--- src/rtl/rf_wb_if.sv ---
// Write-back request, register-file port and hazard-check signals shared
// between the issue/execute side and rf_wb_scheduler.
interface rf_wb_if;
    logic        alu_valid_i;
    logic [4:0]  alu_addr_i;
    logic [31:0] alu_data_i;
    logic        alu_ready_o;

    logic        lsu_valid_i;
    logic [4:0]  lsu_addr_i;
    logic [31:0] lsu_data_i;
    logic        lsu_ready_o;

    logic        rf_we_o;
    logic [4:0]  rf_addr_o;
    logic [31:0] rf_wdata_o;

    logic        iss_valid_i;
    logic [4:0]  iss_addr_i;
    logic [4:0]  rs1_addr_i;
    logic [4:0]  rs2_addr_i;
    logic        rs1_busy_o;
    logic        rs2_busy_o;
    logic        rd_busy_o;
    logic        err_o;

    // Scheduler side
    modport slave (
        input  alu_valid_i, alu_addr_i, alu_data_i,
        output alu_ready_o,
        input  lsu_valid_i, lsu_addr_i, lsu_data_i,
        output lsu_ready_o,
        output rf_we_o, rf_addr_o, rf_wdata_o,
        input  iss_valid_i, iss_addr_i, rs1_addr_i, rs2_addr_i,
        output rs1_busy_o, rs2_busy_o, rd_busy_o, err_o
    );

    // Requester / issue-stage side
    modport master (
        output alu_valid_i, alu_addr_i, alu_data_i,
        input  alu_ready_o,
        output lsu_valid_i, lsu_addr_i, lsu_data_i,
        input  lsu_ready_o,
        input  rf_we_o, rf_addr_o, rf_wdata_o,
        output iss_valid_i, iss_addr_i, rs1_addr_i, rs2_addr_i,
        input  rs1_busy_o, rs2_busy_o, rd_busy_o, err_o
    );
endinterface

--- src/rtl/rf_wb_scheduler.sv ---
// Round-robin arbiter sharing the register file write port between the ALU and
// LSU write-back paths, with a pending-destination scoreboard for hazard stalls.
module rf_wb_scheduler (
    input  logic    clk,
    input  logic    rst,
    rf_wb_if.slave  wb
);
    localparam int DATA_W = 32;
    localparam int ADDR_W = 5;
    localparam int NREG   = 32;

    typedef enum logic {
        PRIO_ALU = 1'b0,
        PRIO_LSU = 1'b1
    } prio_t;

    prio_t prio_q, prio_d;

    logic              alu_rdy, lsu_rdy;
    logic              alu_go, lsu_go;
    logic              vld_p0;
    logic [ADDR_W-1:0] addr_p0;
    logic [DATA_W-1:0] wdata_p0;

    logic              vld_p1;
    logic [ADDR_W-1:0] addr_p1;
    logic [DATA_W-1:0] wdata_p1;

    logic [NREG-1:0]   pending_q, pending_d;
    logic [NREG-1:0]   set_mask, clr_mask;
    logic              err_q, err_d;

    always_ff @(posedge clk) begin
        if (rst) prio_q <= PRIO_ALU;
        else     prio_q <= prio_d;
    end

    // Stage p0: arbitration and grant mux
    always_comb begin
        alu_rdy  = 1'b0;
        lsu_rdy  = 1'b0;
        alu_go   = 1'b0;
        lsu_go   = 1'b0;
        prio_d   = prio_q;
        vld_p0   = 1'b0;
        addr_p0  = '0;
        wdata_p0 = '0;

        alu_rdy = !rst && (!wb.lsu_valid_i || prio_q == PRIO_ALU);
        lsu_rdy = !rst && (!wb.alu_valid_i || prio_q == PRIO_LSU);
        alu_go  = wb.alu_valid_i && alu_rdy;
        lsu_go  = wb.lsu_valid_i && lsu_rdy;

        // Only a conflict moves priority, and it moves to whoever lost.
        if (wb.alu_valid_i && wb.lsu_valid_i)
            prio_d = alu_go ? PRIO_LSU : PRIO_ALU;

        vld_p0   = alu_go || lsu_go;
        addr_p0  = lsu_go ? wb.lsu_addr_i : wb.alu_addr_i;
        wdata_p0 = lsu_go ? wb.lsu_data_i : wb.alu_data_i;
    end

    always_comb begin
        set_mask = '0;
        clr_mask = '0;
        if (wb.iss_valid_i && wb.iss_addr_i != '0)
            set_mask = NREG'(1) << wb.iss_addr_i;
        if (vld_p1)
            clr_mask = NREG'(1) << addr_p1;
        // A new allocation behind a completing write must survive, so set wins.
        pending_d    = (pending_q & ~clr_mask) | set_mask;
        pending_d[0] = 1'b0;
        err_d = err_q || (vld_p0 && addr_p0 != '0 && !pending_q[addr_p0]);
    end

    // Stage p1: registered write port and scoreboard
    always_ff @(posedge clk) begin
        if (rst) begin
            vld_p1    <= 1'b0;
            addr_p1   <= '0;
            wdata_p1  <= '0;
            pending_q <= '0;
            err_q     <= 1'b0;
        end else begin
            vld_p1 <= vld_p0 && addr_p0 != '0;
            if (vld_p0) begin
                addr_p1  <= addr_p0;
                wdata_p1 <= wdata_p0;
            end
            pending_q <= pending_d;
            err_q     <= err_d;
        end
    end

    assign wb.alu_ready_o = alu_rdy;
    assign wb.lsu_ready_o = lsu_rdy;
    assign wb.rf_we_o     = vld_p1;
    assign wb.rf_addr_o   = addr_p1;
    assign wb.rf_wdata_o  = wdata_p1;
    assign wb.err_o       = err_q;

    // pending_q[0] is never set, so x0 reads as not busy.
    assign wb.rs1_busy_o = pending_q[wb.rs1_addr_i];
    assign wb.rs2_busy_o = pending_q[wb.rs2_addr_i];
    assign wb.rd_busy_o  = pending_q[wb.iss_addr_i];

    a_single_grant: assert property (@(posedge clk) !(alu_go && lsu_go));
    a_x0_never_pending: assert property (@(posedge clk) disable iff (rst) !pending_q[0]);
    a_no_we_to_x0: assert property (@(posedge clk) disable iff (rst) !(vld_p1 && addr_p1 == '0));
endmodule

--- src/flat_wrapper.sv ---
// flat-port wrapper written by rule: the top's interface ports become plain ports
module rf_wb_scheduler_flat 
  (clk, rst, wb_alu_valid_i, wb_alu_addr_i, wb_alu_data_i, wb_alu_ready_o, wb_lsu_valid_i, wb_lsu_addr_i, wb_lsu_data_i, wb_lsu_ready_o, wb_rf_we_o, wb_rf_addr_o, wb_rf_wdata_o, wb_iss_valid_i, wb_iss_addr_i, wb_rs1_addr_i, wb_rs2_addr_i, wb_rs1_busy_o, wb_rs2_busy_o, wb_rd_busy_o, wb_err_o);
  rf_wb_if wb_i ();
  input  logic clk;
  input  logic rst;
  input wire logic [$bits(wb_i.alu_valid_i)-1:0] wb_alu_valid_i;
  input wire logic [$bits(wb_i.alu_addr_i)-1:0] wb_alu_addr_i;
  input wire logic [$bits(wb_i.alu_data_i)-1:0] wb_alu_data_i;
  output wire logic [$bits(wb_i.alu_ready_o)-1:0] wb_alu_ready_o;
  input wire logic [$bits(wb_i.lsu_valid_i)-1:0] wb_lsu_valid_i;
  input wire logic [$bits(wb_i.lsu_addr_i)-1:0] wb_lsu_addr_i;
  input wire logic [$bits(wb_i.lsu_data_i)-1:0] wb_lsu_data_i;
  output wire logic [$bits(wb_i.lsu_ready_o)-1:0] wb_lsu_ready_o;
  output wire logic [$bits(wb_i.rf_we_o)-1:0] wb_rf_we_o;
  output wire logic [$bits(wb_i.rf_addr_o)-1:0] wb_rf_addr_o;
  output wire logic [$bits(wb_i.rf_wdata_o)-1:0] wb_rf_wdata_o;
  input wire logic [$bits(wb_i.iss_valid_i)-1:0] wb_iss_valid_i;
  input wire logic [$bits(wb_i.iss_addr_i)-1:0] wb_iss_addr_i;
  input wire logic [$bits(wb_i.rs1_addr_i)-1:0] wb_rs1_addr_i;
  input wire logic [$bits(wb_i.rs2_addr_i)-1:0] wb_rs2_addr_i;
  output wire logic [$bits(wb_i.rs1_busy_o)-1:0] wb_rs1_busy_o;
  output wire logic [$bits(wb_i.rs2_busy_o)-1:0] wb_rs2_busy_o;
  output wire logic [$bits(wb_i.rd_busy_o)-1:0] wb_rd_busy_o;
  output wire logic [$bits(wb_i.err_o)-1:0] wb_err_o;
  assign wb_i.alu_valid_i = wb_alu_valid_i;
  assign wb_i.alu_addr_i = wb_alu_addr_i;
  assign wb_i.alu_data_i = wb_alu_data_i;
  assign wb_alu_ready_o = wb_i.alu_ready_o;
  assign wb_i.lsu_valid_i = wb_lsu_valid_i;
  assign wb_i.lsu_addr_i = wb_lsu_addr_i;
  assign wb_i.lsu_data_i = wb_lsu_data_i;
  assign wb_lsu_ready_o = wb_i.lsu_ready_o;
  assign wb_rf_we_o = wb_i.rf_we_o;
  assign wb_rf_addr_o = wb_i.rf_addr_o;
  assign wb_rf_wdata_o = wb_i.rf_wdata_o;
  assign wb_i.iss_valid_i = wb_iss_valid_i;
  assign wb_i.iss_addr_i = wb_iss_addr_i;
  assign wb_i.rs1_addr_i = wb_rs1_addr_i;
  assign wb_i.rs2_addr_i = wb_rs2_addr_i;
  assign wb_rs1_busy_o = wb_i.rs1_busy_o;
  assign wb_rs2_busy_o = wb_i.rs2_busy_o;
  assign wb_rd_busy_o = wb_i.rd_busy_o;
  assign wb_err_o = wb_i.err_o;
  rf_wb_scheduler u_core (.clk(clk), .rst(rst), .wb(wb_i));
endmodule
--- config.mk ---
export PLATFORM = sky130hd
export DESIGN_NAME = rf_wb_scheduler_flat
export DESIGN_NICKNAME = d
export VERILOG_FILES = /design/src/rtl/rf_wb_if.sv /design/src/rtl/rf_wb_scheduler.sv /design/src/flat_wrapper.sv
export SDC_FILE = /design/constraint.sdc
export NUM_CORES = 1
export LEC_CHECK = 0
export CAP_MARGIN = 0
export CORE_MARGIN = 2
export CORE_UTILIZATION = 42
export DETAILED_ROUTE_END_ITERATION = 8
export PLACE_DENSITY = 0.83
export SLEW_MARGIN = 20
export SYNTH_ARGS = -nofsm -noshare
export SYNTH_HDL_FRONTEND = slang
export SYNTH_SLANG_ARGS = --single-unit
export TNS_END_PERCENT = 100
--- constraint.sdc ---
create_clock -name clk -period 2.5 [get_ports clk]
set_input_delay 0.5 -clock clk [delete_from_list [all_inputs] [get_ports clk]]
set_output_delay 0.5 -clock clk [all_outputs]
set_load 0.01 [all_outputs]
Word-level counts from Yosys, hierarchy flattened
Cells that the tools add are included.
{"block": "totals", "register_bits": 72, "input_bits": 94, "output_inout_bits": 44, "word_cells": 48}
{"block": "classes", "order_cmp": 4, "shifts": 2, "n_mux": 13, "bitwise_logic": 4, "reduce_logical": 18}
{"operator": "two-way mux 32 bit", "n": 3}
{"operator": "left shift 1 x 5 -> 32 bit, first input constant", "n": 2}
{"operator": "AND 32 bit", "n": 1}
{"operator": "inverter 32 bit", "n": 1}
{"operator": "OR 32 bit", "n": 1}
{"operator": "< comparator 5 x 6 -> 1 bit, second input constant", "n": 4}
{"operator": "binary-select mux 1 bit (select 5 bit)", "n": 4}
{"operator": "nonzero test 5 bit", "n": 2}
{"operator": "logical AND 1 bit", "n": 8}
{"operator": "two-way mux 1 bit", "n": 5}
{"operator": "two-way mux 5 bit", "n": 1}
{"operator": "zero test 1 bit", "n": 4}
{"operator": "logical OR 1 bit", "n": 4}
{"operator": "inverter 1 bit", "n": 1}

Logic depth before layout (Yosys ltp)
Gate-level depths: netlist of the first run.
{"block": "depth", "depth_word": 10, "ltp_mapped": 9, "mapped_depth_nobuf": 7}

Worst setup path before layout of the first run
Ideal clock, no wire load.
{"block": "synth_path", "kind": "input-to-output", "start": "input wb_iss_addr_i[0]", "end": "output wb_rd_busy_o", "t_arrival_ps": 2217, "required_time_ps": 2000, "slack_ps": -217, "stages": 6, "n_path_buf": 2, "path_cell_list": "clkbuf_1 > buf_2 > mux4_2 > mux4_2 > nor2_1 > nor2_1"}
{"block": "synth_between", "elab_chain_len": 2}
{"element": "start, declared", "line": "flat_wrapper.sv:19", "source": "input wire logic [$bits(wb_i.iss_addr_i)-1:0] wb_iss_addr_i;"}
{"element": "binary-select mux 1 bit (select 5 bit)", "line": "rf_wb_scheduler.sv:105", "source": "assign wb.rd_busy_o = pending_q[wb.iss_addr_i];"}
{"element": "two-way mux 1 bit (implied by the code)", "line": "rf_wb_scheduler.sv:105"}
{"element": "end, declared", "line": "flat_wrapper.sv:24", "source": "output wire logic [$bits(wb_i.rd_busy_o)-1:0] wb_rd_busy_o;"}
Every way passes these cells. The select of a mux whose other input is x is not followed.

Final worst setup path of the first run
{"block": "layout_path", "start": "register u_core.pending_q[15]", "end": "output wb_rs1_busy_o"}
{"block": "layout_between", "elab_chain_len": 2}
{"element": "start, declared", "line": "rf_wb_scheduler.sv:29", "source": "logic [NREG-1:0] pending_q, pending_d;"}
{"element": "start signal, assigned", "line": "rf_wb_scheduler.sv:90", "source": "pending_q <= pending_d;"}
{"element": "binary-select mux 1 bit (select 5 bit)", "line": "rf_wb_scheduler.sv:103", "source": "assign wb.rs1_busy_o = pending_q[wb.rs1_addr_i];"}
{"element": "two-way mux 1 bit (implied by the code)", "line": "rf_wb_scheduler.sv:103"}
{"element": "end, declared", "line": "flat_wrapper.sv:22", "source": "output wire logic [$bits(wb_i.rs1_busy_o)-1:0] wb_rs1_busy_o;"}
Every way passes these cells. The select of a mux whose other input is x is not followed.

==> results.tsv, run 1 <==
stage	metric	value	unit
run_status	status	finished, violations left	
run_status	failed_checks	setup timing	
critical_path	arrival	2.11	ns
clocking	cts.htree.levels	3	
hold_path	min_path_type	register to register	
synth	synth_edf_count	0	
sta	fin_crit_sh	104	%
synth	synth-seq-cells	71	
pwr	combinationalPowerShare	25.0	%
pwr	pwr_density_cell	452	nW/um^2
routing	wl_per_cell	18.9	um
global_routing	grt_pass1_wl	23700	um
synth	syn_area_per_cell	9.10	um^2
sta	tns	-0.197	ns
routing	dr.pass1.iters	5	
layout	final_common_cell	clkdlybuf4s50_1	
sta	finalHoldViolations	0	
routing	vias_per_cell	5.84	
global_routing	grt_use_total	27.5	%
synth	synth_fp_nets	562	
place	io_buffers	137	
layout	design_area	6670	um^2
place	dpl_worst_slack	-0.890	ns
critical_path	path_max_fanout	5	
synth	syn_inst	468	
die	core	9820	um^2
die	num_io_pins	138	
clocking	clk_path_buf_depth	2	
global_routing	antenna_found_initial	0	
layout	utilization	67.9	%
pwr	seqPwrFrac	41.1	%
job	drv_cap	0	
place	hpwl	11300	um
clocking	cts_buffers	9	
die	start_util	43.4	%
synth	ys.flop_type	dfxtp_1	
pwr	finalPower	3020	uW
global_routing	grt_max_degree	75	
clocking	cts_tree	yes	
pwr	p_switching	834	uW
sta	grt_setup_unrepaired	yes	
synth	synth_area	4260	um^2
critical_path	critical_path.top_delay_family	multiplexers	
synth	async_flop_share	0	%
layout	mostFrequentLayoutCells	126 x clkdlybuf4s50_1, 74 x buf_4, 53 x dfxtp_1	
critical_path	path_depth	4	
sta	slew_headroom	49.5	%
routing	drcViolationCount	0	
sta	max_freq	384	MHz
sta	min_period	2.61	ns
critical_path	r2r_cells	9	
die	dieArea	11000	um^2
clocking	cts_sinks	71	
critical_path	cp-end-kind	primary output	
critical_path	crit_type	register to primary output	
pwr	ir_worst_vdd	0.000341	V
critical_path	slowest_stage	mux4_2	
routing	postRouteAntennaNets	0	
layout	syn2layout_area_growth	56.6	%
die	rows	36	
sta	tightest_slew	0.757	ns
die	die_width	105	um
global_routing	grt_pass1_vias	4744	
pwr	pwr-share-clk	33.9	%
routing	drtIter0Drc	404	
synth	yosysSeqAreaShare	33.4	%
global_routing	grt_overflow	0	
die	die_h	105	um
critical_path	worstSetupStartpointType	register	
pwr	power.leakage	0.00273	uW
critical_path	slowest_delay	0.49	ns
clocking	cts-root-buf	clkbuf_8	
layout	diodes	0	
hold_path	holdPathStages	2	
critical_path	cp_common_cell	mux4_2	
routing	vias	4693	
sta	finClkSkew	0.0124	ns
pwr	internal_power	2180	uW
synth	synth_cell_types	53	
sta	setup_viol	3	
critical_path	r2r_slack	0.34	ns
critical_path	crit_buf_inv	1	
clocking	clkSlewWorstSetupHoldPaths	0.08	ns
place	placed_area	6270	um^2
layout	num-nets-final	760	
layout	drive_gt1_share	25.6	%
place	gp_congestion	1.00	
routing	drt_wl_total	15200	um
critical_path	required	2.00	ns
critical_path	crit_path_cell_trace	mux4_2 -> mux4_2 -> mux2_4 -> buf_6	
pwr	swShare	27.6	%
sta	final.setup.worst_slack	-0.106	ns
sta	slew_violations	0	
synth	yosys_warnings	0	
clocking	clock_latency	0.36	ns
==> cells by family (layout without fill, tap and decap cells) <==
| kind of cell | count (synthesis) | after routing | synth area share (%) |
|---|---|---|---|
| compound gates | 139 | 139 | 20.7 |
| xor+xnor | 1 | 1 | 0.206 |
| buf+inv | 37 | 240 | 3.73 |
| flops | 71 | 71 | 33.4 |
| mux | 72 | 72 | 25.0 |
| simple gates | 148 | 148 | 17.0 |
==> cells in the mapped netlist (all sizes together) (5+ instances only) <==
library cell / n / area share [%]
o21ai: 38 / 4.5
nor2: 48 / 4.2
mux4: 27 / 14
a211oi: 40 / 7.2
clkbuf: 27 / 2.4
nand3: 18 / 2.4
nand2b: 5 / 0.73
a21oi: 37 / 4.3
mux2i: 39 / 9.2
mux2: 6 / 1.6
nor2b: 12 / 1.8
buf: 7 / 1.1
nand2: 37 / 3.3
dfxtp: 71 / 33
==> power by group through the flow <==
stage          Clock [uW]  Combinational (uW)  Sequential, uW
3_5_place_dp            0                 724            1270
6_report             1020                 754            1240
3_3_place_gp            0                 707            1260
5_1_grt              1080                 806            1250
4_1_cts              1040                 752            1240
2_1_floorplan           0                 294            1280
==> cell type report <==
class                      count  area (um^2)
fill                         767         3150
multi-input combinational    360         2690
timing repair buffer         221         2130
sequential                    71         1450
tap                          133          166
clock buffer                   9          124
clock inverter                 7         97.6
inverter                       3         11.3
==> tightest hold or removal path, stage by stage, from the launching register on <==
cell and delay (ns):
dfxtp_1 0.31, nor2_1 0.09, a211oi_1 0.05
==> through the flow <==
| step | cells | hold WS (ns) |
|---|---|---|
| after floorplan | 468 | 0.478 |
| after global placement | 780 | 0.467 |
| after detailed placement | 780 | 0.491 |
| after CTS | 804 | 0.502 |
| after global routing | 804 | 0.523 |
| final | 804 | 0.500 |
==> what timing repair did <==
item	4_1_cts	5_1_grt
buffers inserted	4	0
gates cloned	4	0
resized for setup	68	6
hold buffers	0	0
setup endpoints to repair	3	5
endpoints found under the hold margin	0	0
pin swaps	2	0
==> final timing paths <==
path                           startpoint                       to
hold reg to reg   u_core.wb.rf_wdata_o[7]  u_core.wb.rf_wdata_o[7]
setup reg to reg            u_core.prio_q          u_core.wb.err_o
hold / removal    u_core.wb.rf_wdata_o[7]  u_core.wb.rf_wdata_o[7]
setup / recovery     u_core.pending_q[15]            wb_rs1_busy_o
==> layer usage <==
layer  global-route usage [%]  wire length (um)  part of all wire (%)  vias to the layer above
met5                        0                 0                     0                        -
met4                     13.3               618                   4.1                        0
met3                     9.36              1620                    11                       58
met2                     47.4              7530                    49                      295
met1                     30.3              5450                    36                     2163
li1                         -                 -                     -                     2177
==> flip-flops by register name (all words and copies together) (netlist names) <==
name                  count
u_core.wb.rf_wdata_o     32
u_core.wb.err_o           1
u_core.prio_q             1
u_core.pending_q         31
u_core.wb.rf_addr_o       5
u_core.wb.rf_we_o         1
Power figures use the tool's default switching activity.
==> run 2, diff against run 1 <==
--- a/config.mk
+++ b/config.mk
@@ -5,11 +5,12 @@
 export SDC_FILE = /design/constraint.sdc
 export NUM_CORES = 1
 export LEC_CHECK = 0
+export ABC_AREA = 1
 export CAP_MARGIN = 0
 export CORE_MARGIN = 2
-export CORE_UTILIZATION = 42
+export CORE_UTILIZATION = 43
 export DETAILED_ROUTE_END_ITERATION = 8
-export PLACE_DENSITY = 0.83
+export PLACE_DENSITY = 0.84
 export SLEW_MARGIN = 20
 export SYNTH_ARGS = -nofsm -noshare
 export SYNTH_HDL_FRONTEND = slang
==> results.tsv, run 2 <==
stage	metric	value	unit	change
global_routing	grt_pass1_vias	5613		+18%
run_status	status	complete, no violations		
layout	largest_register_ff_count	32		unchanged
sta	setup_viol	0		-3
synth	synthTopCellsByArea	dfxtp_1 33%, o21ai_0 14%, a21oi_1 9.9%		
die	core	9770	um^2	-0.46%
critical_path	path_max_fanout	7		+2
die	num_io_pins	138		unchanged
layout	diodes	0		unchanged
synth	synth_common_cells	121 x o21ai_0, 111 x nand2_1, 86 x a21oi_1		
critical_path	r2r_start	u_core.prio_q		
critical_path	r2r_cells	14		+5
sta	holdWs	0.471	ns	-0.0297 ns
global_routing	grt_max_degree	52		-31%
clocking	clkSlewWorstSetupHoldPaths	0.08	ns	about the same
sta	grt_setup_unrepaired	no		
routing	dr.pass1.iters	9		+4
hold_path	hold_end	u_core.wb.rf_wdata_o[25]		
synth	synth_top_area_share	32.8	%	-0.60 points
sta	tightest_slew	0.619	ns	-0.138 ns
clocking	cts_tree	yes		
place	hpwl	13500	um	+20%
synth	yosysSeqAreaShare	32.8	%	-0.60 points
routing	postRouteAntennaNets	0		unchanged
clocking	cts-root-buf	clkbuf_8		
pwr	pwr_density_cell	470	nW/um^2	+3.9%
job	drv_cap	0		unchanged
hold_path	min_path_type	register to register		
synth	synth_area	4340	um^2	+1.8%
place	gp_congestion	1.02		+1.8%
critical_path	cp_common_cell	clkdlybuf4s50_1		
sta	slew_violations	0		unchanged
synth	syn_area_per_cell	6.39	um^2	-30%
clocking	cts_buffers	9		unchanged
layout	design_area	6290	um^2	-5.7%
layout	syn2layout_area_growth	45.0	%	
die	die_h	104	um	-0.26%
sta	finClkSkew	0.00834	ns	-0.00403 ns
routing	drtIter0Drc	411		+1.7%
clocking	clk_path_buf_depth	2		unchanged
global_routing	use_met1	38.3	%	+8.0 points
critical_path	crit_buf_inv	2		+1
synth	synth_largest_area_cell	dfxtp_1		
clocking	cts.htree.levels	3		unchanged
synth	synth_cell_types	35		-34%
sta	fin_crit_sh	96.7	%	-7.6 points
routing	vias	5686		+21%
synth	synth-seq-cells	71		unchanged
global_routing	global_route.usage.met3	7.27	%	-2.1 points
critical_path	crit_type	input pin to primary output		
critical_path	slowest_stage	clkdlybuf4s50_1		
routing	drcViolationCount	0		unchanged
sta	tns	0	ns	+0.197 ns
sta	max_freq	414	MHz	+7.8%
place	placed_area	6030	um^2	-3.8%
sta	finalHoldViolations	0		unchanged
synth	synth_edf_count	0		unchanged
layout	num-nets-final	932		+23%
global_routing	met2_usage	52.6	%	+5.1 points
pwr	power.leakage	0.00246	uW	-9.8%
critical_path	r2r_end	u_core.wb.err_o		
critical_path	cp-end-kind	primary output		
critical_path	arrival	1.92	ns	-0.19 ns
die	rows	36		unchanged
routing	wl_per_cell	18.4	um	-3.0%
hold_path	hold_start	u_core.wb.rf_wdata_o[25]		
layout	mostFrequentLayoutCells	125 x clkdlybuf4s50_1, 119 x o21ai_0, 109 x nand2_1		
synth	synth_fp_nets	773		+38%
die	die_width	104	um	-0.26%
synth	ys.flop_type	dfxtp_1		
global_routing	grt-busiest-layer	met2		
layout	final_common_cell	clkdlybuf4s50_1		
routing	drt_wl_total	17900	um	+18%
synth	yosys_warnings	0		unchanged
pwr	ir_worst_vdd	0.000418	V	+23%
place	io_buffers	137		unchanged
die	dieArea	10900	um^2	-0.52%
critical_path	worstSetupStartpointType	input pin		
hold_path	holdPathStages	2		unchanged
clocking	cts_sinks	71		unchanged
global_routing	grt_use_total	32.3	%	+4.8 points
sta	min_period	2.42	ns	-0.189 ns
sta	slew_headroom	58.6	%	+9.1 points
global_routing	grt_pass1_wl	28000	um	+18%
critical_path	required	2.00	ns	about the same
synth	syn_inst	679		+45%
layout	utilization	64.3	%	-3.6 points
critical_path	r2r_slack	0.66	ns	+0.32 ns
layout	drive_gt1_share	11.7	%	-14 points
clocking	clock_latency	0.35	ns	about the same
global_routing	antenna_found_initial	0		unchanged
routing	vias_per_cell	5.83		-0.19%
critical_path	slowest_delay	0.59	ns	+0.10 ns
synth	async_flop_share	0	%	unchanged
critical_path	critical_path.top_delay_family	buffers and inverters		
die	start_util	44.4	%	+0.99 points
critical_path	crit_path_cell_trace	clkdlybuf4s50_1 -> a21oi_1 -> clkdlybuf4s50_1		
global_routing	grt_overflow	0		unchanged
synth	synth_most_common_cell	o21ai_0		
## run 2: changes by cell type after synthesis, sizes merged, moves of 14 or more
| cell | previous run | this run |
|---|---|---|
| a211oi | 40 | 0 |
| a21oi | 37 | 86 |
| inv | 3 | 68 |
| mux2i | 39 | 0 |
| mux4 | 27 | 0 |
| nand2 | 37 | 117 |
| nand3 | 18 | 66 |
| o21a | 1 | 15 |
| o21ai | 38 | 125 |
## run 2: through the flow
step / std cells / worst slack (ns) / power (uW)
after CTS: 975 / -0.0630 / 2950
after detailed placement: 956 / -0.583 / 2000
after global routing: 976 / 0.00805 / 3080
after global placement: 956 / -0.506 / 1980
final: 976 / 0.0833 / 2960
after floorplan: 679 / 0.414 / 1600
## run 2: logic make-up (layout without fill, tap and decap cells)
| family | count (synthesis) | after routing | share of synthesized area, % |
|---|---|---|---|
| AO/OA/AOI/OAI | 257 | 257 | 32.0 |
| buffers and inverters | 112 | 276 | 10.6 |
| flip-flops | 71 | 71 | 32.8 |
| AND/OR/NAND/NOR | 239 | 239 | 24.6 |
## run 2: how the worst max path moves through the flow
stage,end,slack (ns),from,cells past startpoint
after floorplan,wb_rs1_busy_o,0.41,wb_rs1_addr_i[0],8
after CTS,wb_rd_busy_o,-0.06,wb_iss_addr_i[1],10
after global routing,wb_alu_ready_o,0.008,wb_lsu_valid_i,3
final,wb_alu_ready_o,0.08,wb_lsu_valid_i,3
after detailed placement,wb_rd_busy_o,-0.58,wb_iss_addr_i[1],11
after global placement,wb_rd_busy_o,-0.51,wb_iss_addr_i[1],11
## run 2: repair_timing
action                     CTS  global route
buffers inserted             1             1
resized for setup           22            22
cloned                       2             0
setup endpoints to repair    3             3
pin swaps                    0             2
hold buffers                 0             0
## run 2: area by class of cell
class | instances | area [um^2]
Clock buffer | 11 | 151
Clock inverter | 5 | 56.3
Fill cell | 911 | 3480
Inverter | 73 | 282
Multi-Input combinational cell | 496 | 2490
Sequential cell | 71 | 1420
Tap cell | 133 | 166
Timing Repair Buffer | 185 | 1710
Timing Repair inverter | 2 | 7.51
## run 2: report_power, final
group / internal [uW] / leakage, uW / switching [uW]
registers: 1190 / 0.000583 / 47.1
logic: 364 / 0.00177 / 396
clock network: 514 / 0.000105 / 450
## run 2: worst register-to-register path, delay by kind of cell (launching register included)
kind                   cells  cell delay, ns
AND/OR/NAND/NOR           12            1.20
buffers and inverters      1            0.09
flip-flops                 1            0.35
AO/OA/AOI/OAI              1            0.14
## run 2: metal layers
layer,vias up,share of wire [%],wire (um)
met5,-,0,0
met4,0,5.9,1060
met3,79,10,1840
met2,330,46,8210
met1,2615,38,6830
li1,2662,-,-
==> run 3, diff against run 2 <==
--- a/config.mk
+++ b/config.mk
@@ -9,8 +9,9 @@
 export CAP_MARGIN = 0
 export CORE_MARGIN = 2
 export CORE_UTILIZATION = 43
+export CTS_CLUSTER_DIAMETER = 40
 export DETAILED_ROUTE_END_ITERATION = 8
-export PLACE_DENSITY = 0.84
+export PLACE_DENSITY = 0.78
 export SLEW_MARGIN = 20
 export SYNTH_ARGS = -nofsm -noshare
 export SYNTH_HDL_FRONTEND = slang
==> results.tsv, run 3 (synthesized netlist as in run 2, its figures left out) <==
stage	metric	value	unit	change
die	dieArea	10900	um^2	unchanged
hold_path	min_path_type	register to register		
clocking	cts-root-buf	clkbuf_8		
sta	slew_headroom	58.2	%	-0.49 points
sta	slew_violations	0		unchanged
critical_path	cp_common_cell	clkdlybuf4s50_1		
sta	min_period	2.44	ns	+0.0212 ns
clocking	clkSlewWorstSetupHoldPaths	0.09	ns	about the same
routing	vias	5650		-0.63%
critical_path	crit_buf_inv	2		unchanged
clocking	clock_latency	0.35	ns	about the same
clocking	cts_buffers	9		unchanged
pwr	finalPower	2970	uW	+0.53%
run_status	status	complete, no violations		
routing	postRouteAntennaNets	0		unchanged
critical_path	crit_type	input pin to primary output		
clocking	clk_path_buf_depth	2		unchanged
sta	max_freq	410	MHz	-0.87%
clocking	postCtsHoldBufs	0		unchanged
critical_path	cp-end-kind	primary output		
sta	setup_viol	0		unchanged
global_routing	grt_use_total	30.9	%	-1.5 points
sta	finClkSkew	0.0155	ns	+0.00716 ns
global_routing	grt_pass1_vias	5444		-3.0%
clocking	cts_tree	yes		
routing	dr.pass1.iters	6		-3
job	drv_cap	0		unchanged
pwr	ir_worst_vdd	0.000282	V	-33%
critical_path	worstSetupStartpointType	input pin		
sta	grt_setup_unrepaired	no		
place	gp_congestion	1.08		+5.9%
critical_path	critical_path.top_delay_family	buffers and inverters		
routing	wl_per_cell	17.8	um	-3.3%
global_routing	grt_overflow	0		unchanged
critical_path	slowest_stage	clkdlybuf4s50_1		
pwr	pwr_density_cell	473	nW/um^2	+0.57%
sta	holdWs	0.468	ns	-0.00311 ns
routing	vias_per_cell	5.78		-0.73%
pwr	internal_power	2040	uW	-1.0%
layout	mostFrequentLayoutCells	126 x clkdlybuf4s50_1, 120 x o21ai_0, 109 x nand2_1		
critical_path	arrival	1.94	ns	+0.02 ns
clocking	cts.htree.levels	3		unchanged
global_routing	antenna_found_initial	0		unchanged
pwr	swShare	31.2	%	+1.1 points
pwr	power.leakage	0.00244	uW	-0.66%
layout	final_common_cell	clkdlybuf4s50_1		
routing	drtIter0Drc	472		+15%
layout	drive_gt1_share	11.4	%	-0.37 points
place	placed_area	6040	um^2	+0.12%
die	rows	36		unchanged
routing	drt_wl_total	17300	um	-3.2%
die	core	9770	um^2	unchanged
sta	finalHoldViolations	0		unchanged
critical_path	slowest_delay	0.60	ns	about the same
die	num_io_pins	138		unchanged
sta	fin_crit_sh	97.5	%	+0.85 points
pwr	seqPwrFrac	41.5	%	-0.2 points
sta	tightest_slew	0.626	ns	+0.00728 ns
global_routing	grt_pass1_wl	27000	um	-3.8%
layout	num-nets-final	933		+0.11%
pwr	combinationalPowerShare	25.5	%	-0.2 points
pwr	p_switching	929	uW	+4.1%
pwr	pwr-share-clk	33.0	%	+0.4 points
die	die_h	104	um	unchanged
layout	diodes	0		unchanged
layout	design_area	6290	um^2	about the same
place	hpwl	13000	um	-3.6%
die	die_width	104	um	unchanged
layout	nFillCells	917		+0.66%
critical_path	required	2.00	ns	about the same
die	start_util	44.4	%	unchanged
routing	drcViolationCount	0		unchanged
place	io_buffers	137		unchanged
layout	syn2layout_area_growth	45.0	%	about the same
critical_path	path_max_fanout	6		-1
layout	largest_register_ff_count	32		unchanged
global_routing	grt_max_degree	33		-37%
critical_path	crit_path_cell_trace	clkdlybuf4s50_1 -> a21oi_1 -> clkdlybuf4s50_1		
clocking	cts_sinks	71		unchanged
-- run 3: cell count changes in the layout (fill, tap and decap cells not counted), moves of 2 or more --
cell / delta
clkinv_2: -2
buf_6: -2
clkinvlp_4: +2
buf_4: +2
-- run 3: area by class of cell --
| type | instances | area [um^2] | area share (%) |
|---|---|---|---|
| clock buffer | 10 | 138 | 2.19 |
| timing repair inverter | 2 | 7.51 | 0.119 |
| timing repair buffer | 186 | 1710 | 27.2 |
| clock inverter | 6 | 70.1 | 1.11 |
| tap | 133 | 166 | 2.65 |
| multi-input combinational | 496 | 2490 | 39.6 |
| sequential | 71 | 1420 | 22.6 |
| inverter | 73 | 282 | 4.48 |
-- run 3: final timing paths --
check	start	end	slack (ns)	cells after the start
worst max-delay path	wb_lsu_valid_i	wb_alu_ready_o	0.06	3
worst min-delay path	u_core.wb.rf_wdata_o[24]	u_core.wb.rf_wdata_o[24]	0.47	2
worst max register to register	u_core.prio_q	u_core.wb.err_o	0.62	13
worst min register to register	u_core.wb.rf_wdata_o[24]	u_core.wb.rf_wdata_o[24]	0.47	2
-- run 3: per-layer routing --
metal | up-vias | part of all wire, % | global-route usage, %
met3 | 64 | 11 | 9.09
li1 | 2660 | - | -
met5 | - | 0 | 0
met1 | 2593 | 38 | 36.2
met4 | 0 | 4.5 | 15.1
met2 | 333 | 46 | 51.4
-- run 3: worst register-to-register path, stage by stage, from the launching register on --
cell	delay [ns]
dfxtp_1	0.35
inv_1	0.09
nand2_4	0.10
nand3_4	0.12
buf_4	0.24
nand2_1	0.10
nand2_2	0.12
inv_1	0.15
nand3_1	0.09
nand3_1	0.09
nand2_1	0.06
nand2_1	0.05
nand3_1	0.08
a21oi_1	0.17
-- run 3: repair_timing --
| item | 4_1_cts | 5_1_grt |
|---|---|---|
| pin swaps | 0 | 1 |
| gates cloned | 3 | 0 |
| resized for setup | 24 | 12 |
| endpoints found under the setup margin | 3 | 3 |
| buffers inserted | 1 | 0 |
| endpoints found under the hold margin | 0 | 0 |
-- run 3: power by group through the flow --
stage          logic, uW  registers [uW]  clock network (uW)
2_1_floorplan        332            1270                   0
3_3_place_gp         727            1260                   0
3_5_place_dp         741            1260                   0
4_1_cts              746            1230                 982
5_1_grt              817            1240                1040
6_report             757            1230                 982
-- run 3: metrics by stage --
step,setup WS [ns],utilization (%),instances,setup TNS [ns]
after CTS,0.0169,64.3,977,0
after global routing,0.00652,64.3,977,0
after floorplan,0.414,-,679,0
final,0.0620,64.3,977,0
after detailed placement,-0.559,61.8,957,-1.54
after global placement,-0.494,61.8,957,-1.33
